<file path="config.mk">
export PLATFORM = sky130hd
export DESIGN_NAME = fetch
export DESIGN_NICKNAME = d
export VERILOG_FILES = /design/src/rtl/fetch_pkg.sv /design/src/rtl/fetch_queue.sv /design/src/rtl/fetch.sv
export SDC_FILE = /design/constraint.sdc
export NUM_CORES = 1
export LEC_CHECK = 0
export CAP_MARGIN = 30
export CORE_UTILIZATION = 50
export CTS_CLUSTER_SIZE = 24
export DETAILED_ROUTE_END_ITERATION = 12
export GPL_ROUTABILITY_DRIVEN = 0
export GPL_TIMING_DRIVEN = 0
export PLACE_DENSITY = 0.74
export SYNTH_ARGS = -nofsm -noshare
export SYNTH_HDL_FRONTEND = slang
export SYNTH_SLANG_ARGS = --single-unit
</file>
<file path="constraint.sdc">
create_clock -name clk -period 6.4 [get_ports clk]
set_input_delay 1.6 -clock clk [delete_from_list [all_inputs] [get_ports clk]]
set_output_delay 1.6 -clock clk [all_outputs]
set_load 0.01 [all_outputs]
</file>
<file path="src/rtl/fetch_pkg.sv">
// Shared types and constants for the instruction fetch stage.
package fetch_pkg;

    typedef enum logic [0:0] {
        StBoot,
        StRun
    } fetch_state_e;

    localparam logic [31:0] RESET_PC_DEFAULT = 32'h0000_0000;
    localparam int unsigned INST_BYTES       = 4;

    typedef struct packed {
        logic [31:0] pc;
        logic [31:0] inst;
    } fetch_entry_t;

endpackage

</file>
<file path="src/rtl/fetch_queue.sv">
// Small synchronous FIFO of {pc, inst} beats; flush wins over push.
module fetch_queue
    import fetch_pkg::*;
#(
    parameter int unsigned Depth = 2
) (
    input  logic                         clk_i,
    input  logic                         rst_i,
    input  logic                         push_i,
    input  fetch_entry_t                 push_data_i,
    input  logic                         pop_i,
    input  logic                         flush_i,
    output logic [$clog2(Depth+1)-1:0]   count_o,
    output fetch_entry_t                 head_o
);

    localparam int unsigned PtrW = (Depth > 1) ? $clog2(Depth) : 1;
    localparam int unsigned CntW = $clog2(Depth + 1);

    fetch_entry_t    mem_q [Depth];
    logic [PtrW-1:0] rd_ptr_q, rd_ptr_d;
    logic [PtrW-1:0] wr_ptr_q, wr_ptr_d;
    logic [CntW-1:0] count_q, count_d;

    function automatic logic [PtrW-1:0] ptr_inc(input logic [PtrW-1:0] p);
        return (32'(p) == Depth - 32'd1) ? '0 : p + PtrW'(1);
    endfunction

    always_comb begin
        rd_ptr_d = rd_ptr_q;
        wr_ptr_d = wr_ptr_q;
        count_d  = count_q;
        if (flush_i) begin
            rd_ptr_d = '0;
            wr_ptr_d = '0;
            count_d  = '0;
        end else begin
            if (push_i) wr_ptr_d = ptr_inc(wr_ptr_q);
            if (pop_i)  rd_ptr_d = ptr_inc(rd_ptr_q);
            count_d = count_q + CntW'(push_i) - CntW'(pop_i);
        end
    end

    always_ff @(posedge clk_i or posedge rst_i) begin
        if (rst_i) begin
            rd_ptr_q <= '0;
            wr_ptr_q <= '0;
            count_q  <= '0;
        end else begin
            rd_ptr_q <= rd_ptr_d;
            wr_ptr_q <= wr_ptr_d;
            count_q  <= count_d;
        end
    end

    always_ff @(posedge clk_i) begin
        if (push_i && !flush_i) mem_q[wr_ptr_q] <= push_data_i;
    end

    assign count_o = count_q;
    assign head_o  = mem_q[rd_ptr_q];

endmodule

</file>
<file path="src/rtl/fetch.sv">
// Instruction fetch stage: owns the fetch PC, issues pipelined req/gnt/rvalid
// reads, buffers returned words and squashes wrong-path traffic on redirect.
module fetch
    import fetch_pkg::*;
#(
    parameter logic [31:0] RESET_PC        = RESET_PC_DEFAULT,
    parameter int unsigned MAX_OUTSTANDING = 2,
    parameter int unsigned QUEUE_DEPTH     = 2
) (
    input  logic        clk,
    input  logic        reset,
    input  logic        redirect_v_i,
    input  logic [31:0] redirect_pc_i,
    input  logic        hold_i,
    output logic        imem_req_o,
    output logic [31:0] imem_addr_o,
    input  logic        imem_gnt_i,
    input  logic        imem_rvalid_i,
    input  logic [31:0] imem_rdata_i,
    output logic [31:0] pc_o,
    output logic        inst_v_o,
    output logic [31:0] inst_o
);

    localparam int unsigned CntW = $clog2(QUEUE_DEPTH + 1);

    fetch_state_e    state_q, state_d;
    logic [31:0]     fetch_pc_q, fetch_pc_d;
    logic [31:0]     resp_pc_q, resp_pc_d;
    logic [2:0]      outst_q, outst_d;
    logic [2:0]      squash_q, squash_d;
    logic [31:0]     last_pc_q, last_pc_d;
    logic [31:0]     last_inst_q, last_inst_d;

    logic            run, redirect, fire, push, pop, q_nonempty;
    logic [31:0]     target, credit;
    logic [CntW-1:0] q_count;
    fetch_entry_t    q_head, push_data;
    logic            unused_pc_lsb;

    assign run           = (state_q == StRun);
    assign redirect      = run & redirect_v_i;
    assign target        = {redirect_pc_i[31:2], 2'b00};
    assign unused_pc_lsb = ^redirect_pc_i[1:0];
    assign q_nonempty    = (q_count != '0);

    // Live (non-squashed) in-flight words plus buffered words must fit the queue.
    assign credit     = 32'(outst_q) - 32'(squash_q) + 32'(q_count);
    assign imem_req_o = run & ~redirect_v_i & (32'(outst_q) < MAX_OUTSTANDING)
                        & (credit < QUEUE_DEPTH);
    assign imem_addr_o = fetch_pc_q;
    assign fire        = imem_req_o & imem_gnt_i;

    assign push      = imem_rvalid_i & (squash_q == '0) & ~redirect;
    assign push_data = '{pc: resp_pc_q, inst: imem_rdata_i};

    assign inst_v_o = q_nonempty & ~hold_i & ~redirect_v_i;
    assign pop      = inst_v_o;
    assign pc_o     = q_nonempty ? q_head.pc : last_pc_q;
    assign inst_o   = q_nonempty ? q_head.inst : last_inst_q;

    always_comb begin
        state_d     = StRun;
        fetch_pc_d  = fetch_pc_q;
        resp_pc_d   = resp_pc_q;
        last_pc_d   = last_pc_q;
        last_inst_d = last_inst_q;
        squash_d    = squash_q;
        outst_d     = outst_q + 3'(fire) - 3'(imem_rvalid_i);

        if (imem_rvalid_i && squash_q != '0) squash_d = squash_q - 3'd1;
        if (fire) fetch_pc_d = fetch_pc_q + INST_BYTES;
        if (push) resp_pc_d = resp_pc_q + INST_BYTES;
        if (pop) begin
            last_pc_d   = q_head.pc;
            last_inst_d = q_head.inst;
        end
        // Everything still in flight after this cycle belongs to the old path.
        if (redirect) begin
            squash_d   = outst_d;
            fetch_pc_d = target;
            resp_pc_d  = target;
        end
    end

    always_ff @(posedge clk or posedge reset) begin
        if (reset) begin
            state_q     <= StBoot;
            fetch_pc_q  <= RESET_PC;
            resp_pc_q   <= RESET_PC;
            outst_q     <= '0;
            squash_q    <= '0;
            last_pc_q   <= RESET_PC;
            last_inst_q <= '0;
        end else begin
            state_q     <= state_d;
            fetch_pc_q  <= fetch_pc_d;
            resp_pc_q   <= resp_pc_d;
            outst_q     <= outst_d;
            squash_q    <= squash_d;
            last_pc_q   <= last_pc_d;
            last_inst_q <= last_inst_d;
        end
    end

    fetch_queue #(
        .Depth(QUEUE_DEPTH)
    ) u_queue (
        .clk_i      (clk),
        .rst_i      (reset),
        .push_i     (push),
        .push_data_i(push_data),
        .pop_i      (pop),
        .flush_i    (redirect),
        .count_o    (q_count),
        .head_o     (q_head)
    );

    assert property (@(posedge clk) disable iff (reset) imem_rvalid_i |-> (outst_q != '0))
        else $error("fetch: rvalid with no outstanding request");

endmodule
</file>
# After elaboration in Yosys (flattened, before gate mapping)
# Memory sizes are Yosys's and may differ from the RTL's.
# Index checks and enable logic that the tools add are counted.
dict set report totals {
  reg_bits 139
  ram_bits 128
  inputBits 70
  word_cells 63
  mem_count 1
}
# memory words width read_ports rd_clocked_by_memory_dff wr line
set memory_table {}
lappend memory_table {u_queue.mem_q 2 64 1 0 1 fetch_queue.sv:20} ;# fetch_entry_t mem_q [Depth];
dict set report classes {
  addsub 11
  order_cmp 2
  mux 17
  n_bitwise 12
  n_reduce_logical 10
}
# operator count
set ops {}
lappend ops {{$mux 32} 6}
lappend ops {{$add 32x3->32 const B} 2}
lappend ops {{$lt 32x2->1 const B} 1}
lappend ops {{$reduce_bool 2->1} 5}
lappend ops {{$and 1x1->1} 9}
lappend ops {{$mux 1} 8}
lappend ops {{$mux 3} 2}
lappend ops {{$add 4x3->5} 1}
lappend ops {{$sub 3x3->4} 1}
lappend ops {{$add 3x1->3} 1}
lappend ops {{$logic_not 3->1} 1}
lappend ops {{$lt 3x2->1 const B} 1}
lappend ops {{$not 1->1} 3}
lappend ops {{$reduce_bool 3->1} 1}
lappend ops {{$sub 3x1->3} 1}
lappend ops {{$sub 3x1->3 const B} 1}
lappend ops {{$add 1x1->1 const B} 2}
lappend ops {{$add 2x1->2} 1}
lappend ops {{$logic_and 1x1->1} 2}
lappend ops {{$mux 2} 1}
lappend ops {{$sub 2x1->2} 1}
lappend ops {{$logic_not 1->1} 1}

# Logic depth before layout (Yosys ltp)
# Gate-level depths: netlist of run 1.
dict set report logic_depth {
  depth_word 8
  mapped_depth 18
  depth_no_buf 17
}

# By module
# Synthesis of run 1 repeated with hierarchy kept, for this count alone.
dict set report hier_totals {
  cells_unflattened 998
  area_unflattened_um2 12149.2
}
# module instances cells_per_inst area_each_um2 seq_area_each_um2
set modules_own_cells {}
lappend modules_own_cells {fetch 1 781 7114.3 3278.1}
lappend modules_own_cells {fetch_queue 1 217 5034.8 3943.8}

# Worst setup path before layout of run 1
# Ideal clock, no wire load.
dict set report synth_path {
  kind {input to register}
  from {input imem_rvalid_i}
  to {memory u_queue.mem_q[0][0] (netlist bit), enable pin}
  setup_ns 0.490
  arrival_ns 5.079
  required_time_ns 5.910
  setup_slack_ns 0.831
  cell_stages 4
  path_buffers 1
  path_cell_list {and3b_1 > buf_1 > and2_1 > nor2b_1}
}
dict set report synth_via {
  elab_chain_cells 5
}
# element line
set synth_rtl {}
lappend synth_rtl {{start, declared} fetch.sv:18} ;# input logic imem_rvalid_i,
lappend synth_rtl {{$and 1x1->1 (2 in a row)} fetch.sv:54} ;# assign push = imem_rvalid_i & (squash_q == '0) & ~redirect;
lappend synth_rtl {{$logic_and 1x1->1} fetch_queue.sv:57} ;# if (push_i && !flush_i) mem_q[wr_ptr_q] <= push_data_i;
lappend synth_rtl {{$mux 1} fetch_queue.sv:57}
lappend synth_rtl {{$mux 1 (implied by the code)} fetch_queue.sv:57}
lappend synth_rtl {{end, declared} fetch_queue.sv:20}
# Every way passes these cells.

# Final worst setup path of run 1
dict set report layout_path {
  from {input redirect_v_i}
  to {output inst_v_o}
}
dict set report layout_via {
  elab_chain_cells 2
}
# element line
set layout_rtl {}
lappend layout_rtl {{start, declared} fetch.sv:12} ;# input logic redirect_v_i,
lappend layout_rtl {{$not 1->1} fetch.sv:57} ;# assign inst_v_o = q_nonempty & ~hold_i & ~redirect_v_i;
lappend layout_rtl {{$and 1x1->1} fetch.sv:57}
lappend layout_rtl {{end, declared} fetch.sv:21} ;# output logic inst_v_o,
# Every way passes these cells.

==> metrics, run 1 <==
status completed; Die H roughly 150 um; predominant post-synthesis flop cell dfrtp_1; RSZ-0062 raised after global routing false; post-layout utilization of the core 64.8%; Routed Antenna Nets 0; Max-Cap Viols 0; Synth area leader edfxtp_1; post-synth design cell area 0.0117 mm2; Top Ports around 170; synth cell count leaders dfrtp_1, nor2_1, edfxtp_1; Async S/R FF share, synth between 50% and 60%; final setup fails 0; Initial Utilization about half; Slew headroom 39.8%; Setup Buffers After CTS 0; iteration count of the initial detailed-routing pass 5; Setup WS post-layout 0.559 ns; Starting DRT DRC Count a little over 600; min Tclk post-route a little under 6 ns; clock-pin transition on the worst setup and hold timing paths 0.06 ns; share of power burned in registers 34.8%; Hold Fails Final Rpt 0; Via density 5.71; PD cells 453 mW/mm2; Final Total Pwr 6.69 mW; Sw Pwr 2.30 mW; Hold-fix buffers, CTS 0; CP max stage cell clkbuf_1; CTS max path bufs 3; switching part of the total power 34.3%; startpoint class of the critical path input pin; # port buffers between 150 and 200; DP Area approximately 0.014 mm2; WL/cell 18.2 um; CP Capture Type output port; die extent in x about 150 um; Buf/Inv on CP 5; Vias 9101; sequential area share after synthesis between 60% and 70%; core area 0.0228 mm2; Syn Area/Cell around 11 um2; Final Skew 0.00925 ns; count leader, synth dfrtp_1; Worst Path Required 4.80 ns; static leakage 5.55 nW; cell-internal power 4.40 mW; global-route wire length before repair 46800 um; post-place setup slack between 0.5 and 0.6 ns; period utilization 91.3%; post-CTS sizing 0; Distinct cells, synth 50; CP Class in2out; Post-Layout Cell Count 1593; largest net degree at the start of global routing 71; TritonCTS clock tree done; CP cell instances clkdlybuf4s50_1 > nor2_1 > nand2_1 > clkbuf_1 > clkbuf_1 > inv_1 > clkdlybuf4s50_1; Synth area leaders edfxtp_1, dfrtp_1, mux2i_1; initial antenna violation count 0; Layout Nets 1346; HPWL after DPL 19900 um; ANT cells 0; H-tree depth 1; cell area after layout 0.0148 mm2; layout cell share with drive strength beyond 1 under 10%; Post-Route WL 29100 um; Post-synth EDFFs 124; Clk pwr share between 20% and 30%; share of the synthesized area in the top cell type around a third; max-slew violations 0; Cell Rows 55; Congestion Overflow GR 0; synthesized flop and latch total about 260; number of global-route vias before repair just under 9000; Placed Cells incl. Taps 1544; CTS sink count 257; TritonCTS buffer count 27; Critical Path Max Stage Delay about 0.52 ns; Mapped Cells 1063; die area 0.0240 mm2; peak supply drop 0.184 mV; Hold WS ~0.48 ns; Setup TNS 0 ns; Residual DRC 0; Arr. time, crit path 4.24 ns; Crit Path Max Fanout 10; HP Class reg2reg; Clock Latency Late Sink 0.52 ns; area delta synth->final 26.5%; top cell family by delay on the critical path buffers and inverters; power share of the combinational group roughly two fifths; Fmax around 170 MHz; clock root buffer clkbuf_16; Least-Margin Pin Slew 0.904 ns; Yosys Warn Count 0; GRT Overall Usage 24.8%
-- worst reg2reg max path: stages, from the launching register on --
cell	delay [ns]
dfrtp_1	0.39
inv_1	0.06
ha_1	0.15
inv_1	0.05
fa_1	0.52
inv_1	0.07
fa_1	0.52
and4b_1	0.29
and2_0	0.15
clkbuf_1	0.23
o21ai_0	0.28
ha_1	0.34
inv_1	0.05
ha_1	0.12
inv_1	0.05
fa_1	0.40
xor2_1	0.19
nand2_1	0.07
o21ai_0	0.09
-- registers in the layout, summed over array words and instances, names as in the netlist --
| signal | cells |
|---|---|
| last_pc_q | 30 |
| last_inst_q | 32 |
| resp_pc_q | 30 |
| u_queue.rd_ptr_q | 1 |
| u_queue.mem_q | 124 |
| u_queue.wr_ptr_q | 1 |
| run | 1 |
| squash_q | 3 |
| imem_addr_o | 30 |
| outst_q | 3 |
| u_queue.count_o | 2 |
-- worst paths after layout --
check	start	endpoint	slack, ns	cells past startpoint
hold / removal	last_inst_q[2]	last_inst_q[2]	0.48	2
setup / recovery	redirect_v_i	inst_v_o	0.56	7
min in group asynchronous	reset	last_inst_q[12]	1.55	2
hold reg to reg	last_inst_q[2]	last_inst_q[2]	0.48	2
setup reg to reg	outst_q[0]	squash_q[2]	2.23	18
max in group asynchronous	reset	resp_pc_q[31]	4.08	3
-- metal layers --
layer / vias up / GRT usage [%] / part of all wire [%]
li1: 4235 / - / -
met1: 4418 / 36.1 / 43
met2: 407 / 39.4 / 47
met3: 41 / 3.67 / 7.9
met4: 0 / 5.89 / 1.6
met5: - / 0 / 0
-- power groups by stage --
stage          Sequential, mW  Clock (mW)  Combinational [mW]
2_1_floorplan            2.31           0                1.46
3_3_place_gp             2.35           0                2.57
3_5_place_dp             2.35           0                2.64
4_1_cts                  2.33        1.75                2.65
5_1_grt                  2.37        1.82                2.90
6_report                 2.33        1.72                2.64
-- logic make-up (layout without fill, tap and decap cells) --
logic type	Yosys count	after routing	share of synthesized area (%)
AND/OR/NAND/NOR	341	341	13.1
adder cells (fa/ha/maj)	16	16	1.91
AO/OA/AOI/OAI	259	259	13.5
flip-flops	257	257	60.4
XOR/XNOR	32	32	2.40
other	2	5	0.0643
multiplexers	64	64	5.49
buffers and inverters	92	306	3.10
-- final cells by class --
type | count | area, um2
inverter | 26 | 103
timing repair buffer | 165 | 1680
multi-input combinational | 717 | 4290
clock buffer | 34 | 732
fill | 1754 | 8010
tap | 313 | 392
sequential | 257 | 7050
buffer | 66 | 264
clock inverter | 15 | 255
-- cell usage in the layout (no fill, tap or decap), drive strengths merged, types with 41 or more instances in the layout --
master / count
a211oi: 41
a21oi: 91
edfxtp: 124
mux2i: 64
o21ai: 71
dfrtp: 133
clkbuf: 84
clkdlybuf4s50: 161
nand2: 110
nor2: 132
Note: power is estimated with default switching activity, not from simulation.
==> run 2: changes to the inputs <==
--- a/config.mk
+++ b/config.mk
@@ -11,7 +11,8 @@
 export DETAILED_ROUTE_END_ITERATION = 12
 export GPL_ROUTABILITY_DRIVEN = 0
 export GPL_TIMING_DRIVEN = 0
-export PLACE_DENSITY = 0.74
+export PLACE_DENSITY_LB_ADDON = 0.25
+export SLEW_MARGIN = 30
 export SYNTH_ARGS = -nofsm -noshare
 export SYNTH_HDL_FRONTEND = slang
 export SYNTH_SLANG_ARGS = --single-unit
==> run 2 against run 1 <==
Utilization fell by 0.62 points. Clock power fell by 18%. Die area did not move. Largest cell class unchanged. Largest power group unchanged. Critical path type unchanged.
==> metrics, run 2 (synthesized netlist as in run 1, its figures left out) <==
status completed; top cell family by delay on the critical path buffers and inverters; largest registers u_queue.mem_q: 124 flops, last_inst_q: 32 flops; post-place setup slack 0.677 ns (+0.143 ns); Starting DRT DRC Count 638 (+2.6%); Post-Route WL 29100 um (+0.13%); Hold Fails Final Rpt 0 (unchanged); Top Ports 168 (unchanged); final setup fails 0 (unchanged); Setup TNS 0 ns (unchanged); HPWL after DPL 20100 um (+1.3%); TritonCTS clock tree done; CTS sink count 257 (unchanged); GRT Overall Usage 24.8% (-0.026 points); die area 0.0240 mm2 (unchanged); iteration count of the initial detailed-routing pass 5 (unchanged); Hold-fix buffers, CTS 0 (unchanged); ANT cells 0 (unchanged); core area 0.0228 mm2 (unchanged); Crit Path Max Fanout 10 (unchanged); Buf/Inv on CP 5 (unchanged); initial antenna violation count 0 (unchanged); cell area after layout 0.0146 mm2 (-0.96%); Cell Rows 55 (unchanged); Initial Utilization 51.3% (unchanged); Routed Antenna Nets 0 (unchanged); layout cell share with drive strength beyond 1 4.76% (-0.32 points); Die H 155 um (unchanged); period utilization 89.2% (-2.1 points); static leakage 5.48 nW (-1.2%); Fmax 175 MHz (+2.3%); Layout Nets 1347 (+0.074%); Worst Path Required 4.80 ns (about the same); Final Skew 0.0291 ns (+0.0198 ns); CP Class in2out; Largest Register u_queue.mem_q; CP Capture Type output port; CP cell instances clkdlybuf4s50_1 > nor2_1 > nand2_1 > clkbuf_1 > clkbuf_1 > inv_1 > clkdlybuf4s50_1; clock-pin transition on the worst setup and hold timing paths 0.06 ns (about the same); Setup WS post-layout 0.693 ns (+0.134 ns); most frequent cells in the layout clkdlybuf4s50_1, dfrtp_1, nor2_1, edfxtp_1, nand2_1; RSZ-0062 raised after global routing false; area delta synth->final 25.3%; number of global-route vias before repair 8898 (+0.95%); Arr. time, crit path 4.11 ns (-0.13 ns); Largest register FFs 124 (unchanged); register-to-register setup slack 2.24 ns (about the same); TritonCTS buffer count 27 (unchanged); H-tree depth 1 (unchanged); die extent in x 155 um (unchanged); Max-Cap Viols 0 (unchanged); post-CTS sizing 0 (unchanged); HP Class reg2reg; startpoint class of the critical path input pin; WL/cell 18.3 um (about the same); Congestion Overflow GR 0 (unchanged); max-slew violations 0 (unchanged); peak supply drop 0.187 mV (+1.9%); Setup Buffers After CTS 0 (unchanged); clock root buffer clkbuf_16; Critical Path Max Stage Delay 0.52 ns (about the same); Slew headroom 48.6% (+8.8 points); Final Total Pwr 6.39 mW (-4.6%); Least-Margin Pin Slew 0.771 ns (-0.132 ns); Clock Latency Late Sink 0.53 ns (about the same); # port buffers 161 (unchanged); CP max stage cell clkdlybuf4s50_1; Via density 5.68 (-0.60%); DP Area 0.0138 mm2 (+0.38%); min Tclk post-route 5.71 ns (-0.134 ns); Residual DRC 0 (unchanged); CTS max path bufs 3 (unchanged); global-route wire length before repair 46800 um (about the same); commonest non-fill, non-tap cell in the layout clkdlybuf4s50_1; largest net degree at the start of global routing 72 (+1.4%); PD cells 437 mW/mm2 (-3.7%); Vias 9052 (-0.54%)
-- run 2: cell count changes in the layout (fill, tap and decap cells not counted), sizes merged --
cell,delta
buf,+1
bufinv,-7
clkinv,+8
clkinvlp,-1
-- run 2: worst register-to-register path, stage by stage (launching register included) --
cell and delay, ns:
dfrtp_1 0.39, inv_1 0.06, ha_1 0.15, inv_1 0.05, fa_1 0.49, inv_1 0.06
fa_1 0.52, and4b_1 0.33, and2_0 0.16, clkbuf_1 0.21, o21ai_0 0.26, ha_1 0.34
inv_1 0.05, ha_1 0.12, inv_1 0.05, fa_1 0.41, xor2_1 0.19, nand2_1 0.08
o21ai_0 0.08
-- run 2: through the flow --
step	std cells	util, %	hold slack, ns
finish	1594	64.2	0.480
global route	1594	64.2	0.500
CTS	1594	64.2	0.483
detailed placement	1545	60.7	0.471
global placement	1540	60.1	0.462
floorplan	1066	-	0.451
-- run 2: path summary, 6_finish.rpt --
kind | endpoint | start | cells after the start
hold reg to reg | last_inst_q[29] | last_inst_q[29] | 2
setup / recovery | inst_v_o | redirect_v_i | 7
hold / removal | last_inst_q[29] | last_inst_q[29] | 2
setup reg to reg | squash_q[2] | outst_q[0] | 18
min in group asynchronous | squash_q[1] | reset | 2
max in group asynchronous | last_pc_q[20] | reset | 3
-- run 2: cell type report --
class,count,area [um2]
buffer,66,264
tap,313,392
fill,1785,8150
clock inverter,15,71.3
multi-input combinational,717,4290
timing repair buffer,166,1730
sequential,257,7050
clock buffer,34,722
inverter,26,105
-- run 2: power by group --
group / switching, mW / leakage (nW) / internal (mW)
clock: 0.616 / 0.398 / 0.794
sequential: 0.230 / 2.70 / 2.10
combinational: 1.43 / 2.38 / 1.22
total: 2.28 / 5.48 / 4.11
-- run 2: routing by layer --
metal	up-vias	track usage (%)	wire length (um)
li1	4234	-	-
met1	4392	35.7	12800
met2	390	38.8	13500
met3	36	4.12	2230
met4	0	7.02	528
met5	-	0	0
